==> src/rtl/decode_stage.sv <==
// RV32I decode stage: register-read, immediate extraction, RAW/WAW scoreboard. Latency 1 cycle.
// Holds ex_* while ex_ready_i is low; if_ready_o drops on downstream stall, hazard or flush.
module decode_stage #(
   parameter int DATA_WIDTH   = 32,
   parameter int NUM_REGISTER = 32,
   localparam int AW          = $clog2(NUM_REGISTER)
) (
   input  logic                  clk_i,
   input  logic                  rst_n_i,
   input  logic                  if_valid_i,
   output logic                  if_ready_o,
   input  logic [31:0]           if_instr_i,
   input  logic [DATA_WIDTH-1:0] if_pc_i,
   output logic [AW-1:0]         rs1_addr_o,
   output logic [AW-1:0]         rs2_addr_o,
   input  logic [DATA_WIDTH-1:0] rs1_data_i,
   input  logic [DATA_WIDTH-1:0] rs2_data_i,
   input  logic                  wb_we_i,
   input  logic [AW-1:0]         wb_rd_addr_i,
   input  logic [DATA_WIDTH-1:0] wb_data_i,
   input  logic                  flush_i,
   output logic                  ex_valid_o,
   input  logic                  ex_ready_i,
   output logic [DATA_WIDTH-1:0] ex_pc_o,
   output logic [DATA_WIDTH-1:0] ex_rs1_o,
   output logic [DATA_WIDTH-1:0] ex_rs2_o,
   output logic [DATA_WIDTH-1:0] ex_imm_o,
   output logic [AW-1:0]         ex_rd_addr_o,
   output logic [6:0]            ex_opcode_o,
   output logic [2:0]            ex_funct3_o,
   output logic                  ex_funct7b5_o,
   output logic                  ex_rd_we_o,
   output logic                  ex_illegal_o
);

   localparam logic [6:0] OPC_LUI    = 7'b0110111;
   localparam logic [6:0] OPC_AUIPC  = 7'b0010111;
   localparam logic [6:0] OPC_JAL    = 7'b1101111;
   localparam logic [6:0] OPC_JALR   = 7'b1100111;
   localparam logic [6:0] OPC_BRANCH = 7'b1100011;
   localparam logic [6:0] OPC_LOAD   = 7'b0000011;
   localparam logic [6:0] OPC_STORE  = 7'b0100011;
   localparam logic [6:0] OPC_OPIMM  = 7'b0010011;
   localparam logic [6:0] OPC_OP     = 7'b0110011;
   localparam logic [6:0] OPC_MISC   = 7'b0001111;
   localparam logic [6:0] OPC_SYSTEM = 7'b1110011;

   typedef struct packed {
      logic [DATA_WIDTH-1:0] pc;
      logic [DATA_WIDTH-1:0] rs1;
      logic [DATA_WIDTH-1:0] rs2;
      logic [DATA_WIDTH-1:0] imm;
      logic [AW-1:0]         rd;
      logic [6:0]            opcode;
      logic [2:0]            funct3;
      logic                  funct7b5;
      logic                  rd_we;
      logic                  illegal;
   } ex_t;

   ex_t                    ex_q, ex_d;
   logic                   ex_valid_q;
   logic [NUM_REGISTER-1:1] pending_q;
   logic [NUM_REGISTER-1:0] pend_all;

   logic [31:0]   instr;
   logic [6:0]    opcode;
   logic [AW-1:0] rd, rs1, rs2;
   logic          legal, use_rs1, use_rs2, writes, rd_we_dec;
   logic [31:0]   imm32;
   logic          ex_busy, raw1, raw2, waw, hazard, accept, retire;
   logic [DATA_WIDTH-1:0] rs1_val, rs2_val;

   assign instr      = if_instr_i;
   assign opcode     = instr[6:0];
   assign rd         = AW'(instr[11:7]);
   assign rs1        = AW'(instr[19:15]);
   assign rs2        = AW'(instr[24:20]);
   assign rs1_addr_o = rs1;
   assign rs2_addr_o = rs2;

   always_comb begin
      legal   = 1'b1;
      use_rs1 = 1'b1;
      use_rs2 = 1'b0;
      writes  = 1'b0;
      imm32   = '0;
      case (opcode)
         OPC_LUI, OPC_AUIPC: begin
            use_rs1 = 1'b0;
            writes  = 1'b1;
            imm32   = {instr[31:12], 12'b0};
         end
         OPC_JAL: begin
            use_rs1 = 1'b0;
            writes  = 1'b1;
            imm32   = {{11{instr[31]}}, instr[31], instr[19:12], instr[20], instr[30:21], 1'b0};
         end
         OPC_JALR, OPC_LOAD, OPC_OPIMM: begin
            writes = 1'b1;
            imm32  = {{20{instr[31]}}, instr[31:20]};
         end
         OPC_SYSTEM: imm32 = {{20{instr[31]}}, instr[31:20]};
         OPC_BRANCH: begin
            use_rs2 = 1'b1;
            imm32   = {{19{instr[31]}}, instr[31], instr[7], instr[30:25], instr[11:8], 1'b0};
         end
         OPC_STORE: begin
            use_rs2 = 1'b1;
            imm32   = {{20{instr[31]}}, instr[31:25], instr[11:7]};
         end
         OPC_OP: begin
            use_rs2 = 1'b1;
            writes  = 1'b1;
         end
         OPC_MISC: ;
         default: begin
            legal   = 1'b0;
            use_rs1 = 1'b0;
         end
      endcase
   end

   assign rd_we_dec = writes && (rd != '0);

   // A register retiring from writeback this cycle is no longer a RAW source.
   assign pend_all = {pending_q, 1'b0};
   assign ex_busy  = ex_valid_q && ex_q.rd_we;
   assign raw1 = use_rs1 && (rs1 != '0) &&
                 ((pend_all[rs1] && !(wb_we_i && wb_rd_addr_i == rs1)) || (ex_busy && ex_q.rd == rs1));
   assign raw2 = use_rs2 && (rs2 != '0) &&
                 ((pend_all[rs2] && !(wb_we_i && wb_rd_addr_i == rs2)) || (ex_busy && ex_q.rd == rs2));
   assign waw  = rd_we_dec && (pend_all[rd] || (ex_busy && ex_q.rd == rd));
   assign hazard = raw1 || raw2 || waw;

   assign if_ready_o = (!ex_valid_q || ex_ready_i) && !hazard && !flush_i;
   assign accept     = if_valid_i && if_ready_o;
   assign retire     = ex_valid_q && ex_ready_i && !flush_i && ex_q.rd_we;

   always_comb begin
      rs1_val = rs1_data_i;
      rs2_val = rs2_data_i;
      if (rs1 == '0)                                rs1_val = '0;
      else if (wb_we_i && wb_rd_addr_i == rs1)      rs1_val = wb_data_i;
      if (rs2 == '0)                                rs2_val = '0;
      else if (wb_we_i && wb_rd_addr_i == rs2)      rs2_val = wb_data_i;
   end

   always_comb begin
      ex_d          = '0;
      ex_d.pc       = if_pc_i;
      ex_d.rs1      = rs1_val;
      ex_d.rs2      = rs2_val;
      ex_d.imm      = DATA_WIDTH'($signed(imm32));
      ex_d.rd       = rd;
      ex_d.opcode   = opcode;
      ex_d.funct3   = instr[14:12];
      ex_d.funct7b5 = instr[30];
      ex_d.rd_we    = rd_we_dec && legal;
      ex_d.illegal  = !legal;
   end

   always_ff @(posedge clk_i or negedge rst_n_i) begin
      if (!rst_n_i) begin
         ex_valid_q <= 1'b0;
         ex_q       <= '0;
      end else begin
         if (flush_i)         ex_valid_q <= 1'b0;
         else if (accept)     ex_valid_q <= 1'b1;
         else if (ex_ready_i) ex_valid_q <= 1'b0;
         if (accept)          ex_q <= ex_d;
      end
   end

   // Set beats clear so a same-cycle writeback cannot hide a newly issued write.
   always_ff @(posedge clk_i or negedge rst_n_i) begin
      if (!rst_n_i) begin
         pending_q <= '0;
      end else begin
         for (int i = 1; i < NUM_REGISTER; i++) begin
            if (retire && ex_q.rd == AW'(i))             pending_q[i] <= 1'b1;
            else if (wb_we_i && wb_rd_addr_i == AW'(i))  pending_q[i] <= 1'b0;
         end
      end
   end

   assign ex_valid_o    = ex_valid_q;
   assign ex_pc_o       = ex_q.pc;
   assign ex_rs1_o      = ex_q.rs1;
   assign ex_rs2_o      = ex_q.rs2;
   assign ex_imm_o      = ex_q.imm;
   assign ex_rd_addr_o  = ex_q.rd;
   assign ex_opcode_o   = ex_q.opcode;
   assign ex_funct3_o   = ex_q.funct3;
   assign ex_funct7b5_o = ex_q.funct7b5;
   assign ex_rd_we_o    = ex_q.rd_we;
   assign ex_illegal_o  = ex_q.illegal;

endmodule

==> config.mk <==
export PLATFORM = sky130hd
export DESIGN_NAME = decode_stage
export DESIGN_NICKNAME = d
export VERILOG_FILES = /design/src/rtl/decode_stage.sv
export SDC_FILE = /design/constraint.sdc
export NUM_CORES = 1
export LEC_CHECK = 0
export BUFFER_PORTS_ARGS = -buffer_cell sky130_fd_sc_hd__buf_2
export CELL_PAD_IN_SITES_DETAIL_PLACEMENT = 1
export CELL_PAD_IN_SITES_GLOBAL_PLACEMENT = 2
export CORE_UTILIZATION = 35
export DETAILED_ROUTE_END_ITERATION = 7
export GPL_ROUTABILITY_DRIVEN = 0
export HOLD_SLACK_MARGIN = 0.12
export PLACE_DENSITY = 0.84
export SETUP_SLACK_MARGIN = 0.1
export SLEW_MARGIN = 25
export SYNTH_ARGS = -nofsm -noshare
export SYNTH_HDL_FRONTEND = slang
export SYNTH_SLANG_ARGS = --single-unit
==> constraint.sdc <==
create_clock -name clk_i -period 8.05 [get_ports clk_i]
set_clock_uncertainty 0.05 [all_clocks]
set_input_delay 1.2075 -clock clk_i [delete_from_list [all_inputs] [get_ports clk_i]]
set_output_delay 1.2075 -clock clk_i [all_outputs]
set_load 0.005 [all_outputs]
==> out/results.txt <==
At the end of the flow, the number of nets in the layout was 1293. The clock latency on the worst-skew pair is 0.44 ns, and the fraction of the core area covered by cells at the end of the flow is 44.31%. TritonCTS built the clock tree. Summing all flip-flop and latch instances after layout gives 4454 um^2. The clock net in this run drives a total of 178 sinks. The delay of the slowest cell on the worst path was 0.44 ns.

By area the synthesized netlist is led by sky130_fd_sc_hd__dfrtp_1, sky130_fd_sc_hd__mux2_4, sky130_fd_sc_hd__mux2i_1, sky130_fd_sc_hd__mux4_2, sky130_fd_sc_hd__o21ai_0. The pre-antenna-repair detailed-routing pass consisted of 4 iterations. Summed over all nets, the switching power comes to 719.5 uW. For the via count of the first global-routing pass, the log shows 8049. Counting stages on the worst path, the most repeated cell is sky130_fd_sc_hd__buf_2. The combinational share of power was 22.7%. The x dimension of the die is 171.2 um. The number of buffers on the longest clock path is 2.

The violation count after the first detailed-route iteration was 376. Among cell families on the critical path, the largest total delay comes from simple AND/OR/NAND/NOR gates. Setup repair after global routing left no endpoint under its margin.

The flow ran to the end, and the final reports show no timing, DRC or antenna violations. The global-route congestion overflow total is 0. The routed wire length per instance works out to 20.78 um. The register clock-pin slew on the reported worst setup and hold paths was 0.07 ns; the fraction of registers with async set/reset was 100.0%. The number of enable-type register cells in the synthesized netlist came out at 0.

The finished layout holds 1515 standard cells, fillers aside. The die extent in y came out at 171.2 um. The global-route total usage across every layer is 21.44%, and the number of nets produced by synthesis is 1014. The worst path meets setup with 3.345 ns of slack. The wire length of the first global-routing pass came out at 47.32 mm. In this run the tool buffered the top-level ports with 328 buffer cells.

Fill cells in the final layout number 3110. Setup violations remaining at the end of the flow were counted as 0. The worst-case IR drop observed on VDD is 0.0001277 V. At the pin with the least slew margin, the transition time is 0.9685 ns. The worst setup path is captured at an output port. In this run switching power makes up 28.54% of total power. Of the total power, the clock network draws 33.5%.

Once the clock tree was built, the resizer swapped 0 gates to a different size. The tree is rooted in a sky130_fd_sc_hd__clkbuf_16. Power comes to 2521 uW.

The multi-input combinational cells in the finished layout cover a total of 5050 um^2. In this run the core area contains 61 standard-cell rows. The final cycle utilization of the critical path was 58.45%.

The commonest cells after synthesis are sky130_fd_sc_hd__dfrtp_1, sky130_fd_sc_hd__mux2_4, sky130_fd_sc_hd__mux2i_1. Cell taking the most area after synthesis: sky130_fd_sc_hd__dfrtp_1. For the final number of max-transition violations, the log shows 0. Traced cell by cell, the critical path runs through buf_2 -> or2_2 -> nor4_4 -> buf_4 -> nand2b_1 -> nor4_1 -> a211oi_1 -> and3_1 -> buf_2. Yosys printed 0 warnings. In this run, CTS created clock tree buffers numbering 17. During I/O placement, the number of pins put on the boundary was 329.

The number of max-capacitance violations reported is 0. On the critical path, the stage with the largest delay is an instance of sky130_fd_sc_hd__buf_4. The primary flip-flop cell chosen by synthesis mapping is sky130_fd_sc_hd__dfrtp_1. The run gives 56 as the number of library cell types mapped by synthesis. For the final routed database, the setup TNS stands at 0 ns. Measured against its own limit, the worst slew margin works out to 35.44%. The routed layout has 7709 vias. The critical path contains buffers and inverters numbering 3 combined.

The instance count after placement with tap cells included is 1481, and the maximum number of pins on one net before global-route repair is 119. The logs give 843 for the post-synthesis cell count and 44.47% for the fraction of the yosys area taken by sequential cells. The region available for standard cell placement spans 27930 um^2.

The tools report the cell area after technology mapping as 10020 um^2. The data required time of the worst path was 6.79 ns. The final period demand of the worst path is 4.705 ns.

Dividing total power by cell area gives a power density of 203.6 nW/um^2. Effective utilization at floorplan: 35.86%. The internal power of the cells totals 1801 uW. In the routed layout, each cell is associated on average with a via count of 5.088. STA classifies the critical path startpoint as an input pin. The sequential cell fraction of total power was 43.8%. The highest achievable clock rate came out at 0.2125 GHz. The hold violation count in the final report came out at 0. The cell leakage power came out at 0.006085 uW.

The run gives 0 as the remaining number of nets flagged by the antenna check after routing. In this run the worst path has a maximum fanout of 33. Of the post-synthesis cell area, the dominant cell type holds 44.47%. For the half-perimeter wire length after detailed placement, the log shows 22.80 mm.

Flip-flop and latch count after synthesis: 178. The initial antenna violation count came out at 4. In this run, post-CTS hold repair placed 0 buffers.

The average instance area after synthesis came out at 11.88 um^2. After detailed routing, the number of remaining DRC violations is 0. The worst setup path is of the in2out kind. Most frequently used cell type in the post-synthesis netlist: sky130_fd_sc_hd__dfrtp_1. Relative to the synthesized area, the layout overhead comes to 23.57%. The H-tree was split into 4 levels. After clock tree synthesis, the setup repair step added 0 buffers.

The share of cells above drive strength 1 was 46.60%; the arrival time of the worst setup path was 3.45 ns. At the placement stage, the worst setup path has a slack of 3.010 ns. The die footprint is 29300 um^2, and the wire length reported by the detailed router is 31.49 mm. The tightest min-delay check is of the reg2reg type.
-- per-layer routing --
layer  track usage (%)  part of all wire [%]
met5                 0                 0.035
met4             7.298                   2.1
met3             5.177                   6.1
met2             36.14                    50
met1             26.75                    42
-- cell type report --
cell class | instances | area share [%]
Clock buffer | 19 | 3.578
Clock inverter | 11 | 1.051
Multi-Input combinational cell | 563 | 40.80
Timing Repair Buffer | 335 | 13.87
Sequential cell | 178 | 35.99
Inverter | 27 | 0.8188
Antenna cell | 4 | 0.08087
Tap cell | 378 | 3.821
-- metrics by stage --
stage | cell area (um^2) | hold WS [ns]
after floorplan | 10020 | 0.4389
after global routing | 12370 | 0.4675
after CTS | 12370 | 0.4411
after detailed placement | 11800 | 0.4254
final | 12380 | 0.4380
after global placement | 11790 | 0.4215
-- sequential cells by signal, indices dropped and copies added (netlist names) --
name	cells
ex_funct3_o	3
ex_funct7b5_o	1
ex_illegal_o	1
ex_imm_o	32
ex_opcode_o	7
ex_pc_o	32
ex_rd_addr_o	5
ex_rd_we_o	1
ex_rs1_o	32
ex_rs2_o	32
ex_valid_o	1
pending_q	31
-- path summary, 6_finish.rpt --
| path | from | end | slack [ns] | cells after the start |
|---|---|---|---|---|
| min | ex_rs2_o[2] | ex_rs2_o[2] | 0.44 | 1 |
| max | if_instr_i[16] | if_ready_o | 3.34 | 9 |
| max in group asynchronous | rst_n_i | ex_rs2_o[3] | 5.77 | 2 |
| min reg2reg | ex_rs2_o[2] | ex_rs2_o[2] | 0.44 | 1 |
| max reg2reg | pending_q[27] | ex_rs2_o[22] | 4.22 | 8 |
| min in group asynchronous | rst_n_i | ex_pc_o[4] | 0.79 | 1 |
-- cells by family after synthesis --
logic type	Yosys count	share of synthesized area, %
multiplexers	241	32.21
buffers and inverters	102	5.446
XOR/XNOR	26	2.273
AO/OA/AOI/OAI	112	6.683
AND/OR/NAND/NOR	184	8.918
flip-flops	178	44.47
-- power by group through the flow --
| stage | combinational, uW | sequential [uW] | clock [uW] |
|---|---|---|---|
| after CTS | 581 | 1110 | 868 |
| after floorplan | 317 | 1110 | 0 |
| after global placement | 562 | 1120 | 0 |
| after global routing | 621 | 1120 | 900 |
| after detailed placement | 578 | 1120 | 0 |
| final | 572 | 1100 | 844 |
-- cells in the final DEF (no fill, tap or decap), drive strengths merged, types with 3 or more instances in the layout --
cell type | netlist | layout
buf | 36 | 335
inv | 27 | 30
a21oi | 13 | 13
a311oi | 3 | 3
nand3 | 7 | 7
nand2 | 36 | 36
nor4 | 4 | 4
or3 | 8 | 8
clkinvlp | 0 | 3
nand3b | 3 | 3
and3 | 3 | 3
mux4 | 19 | 19
a211oi | 3 | 3
mux2 | 134 | 134
a22o | 5 | 5
nand2b | 11 | 11
dfrtp | 178 | 178
clkbuf | 39 | 19
nand4b | 3 | 3
o21ai | 67 | 67
mux2i | 88 | 88
diode | 0 | 4
nand4 | 6 | 6
xor2 | 10 | 10
or2 | 7 | 7
a31oi | 3 | 3
nor2 | 75 | 75
xnor2 | 16 | 16
nor3 | 5 | 5
and2 | 4 | 4
nor2b | 7 | 7
clkinv | 0 | 3
Note: power is estimated with default switching activity, not from simulation.
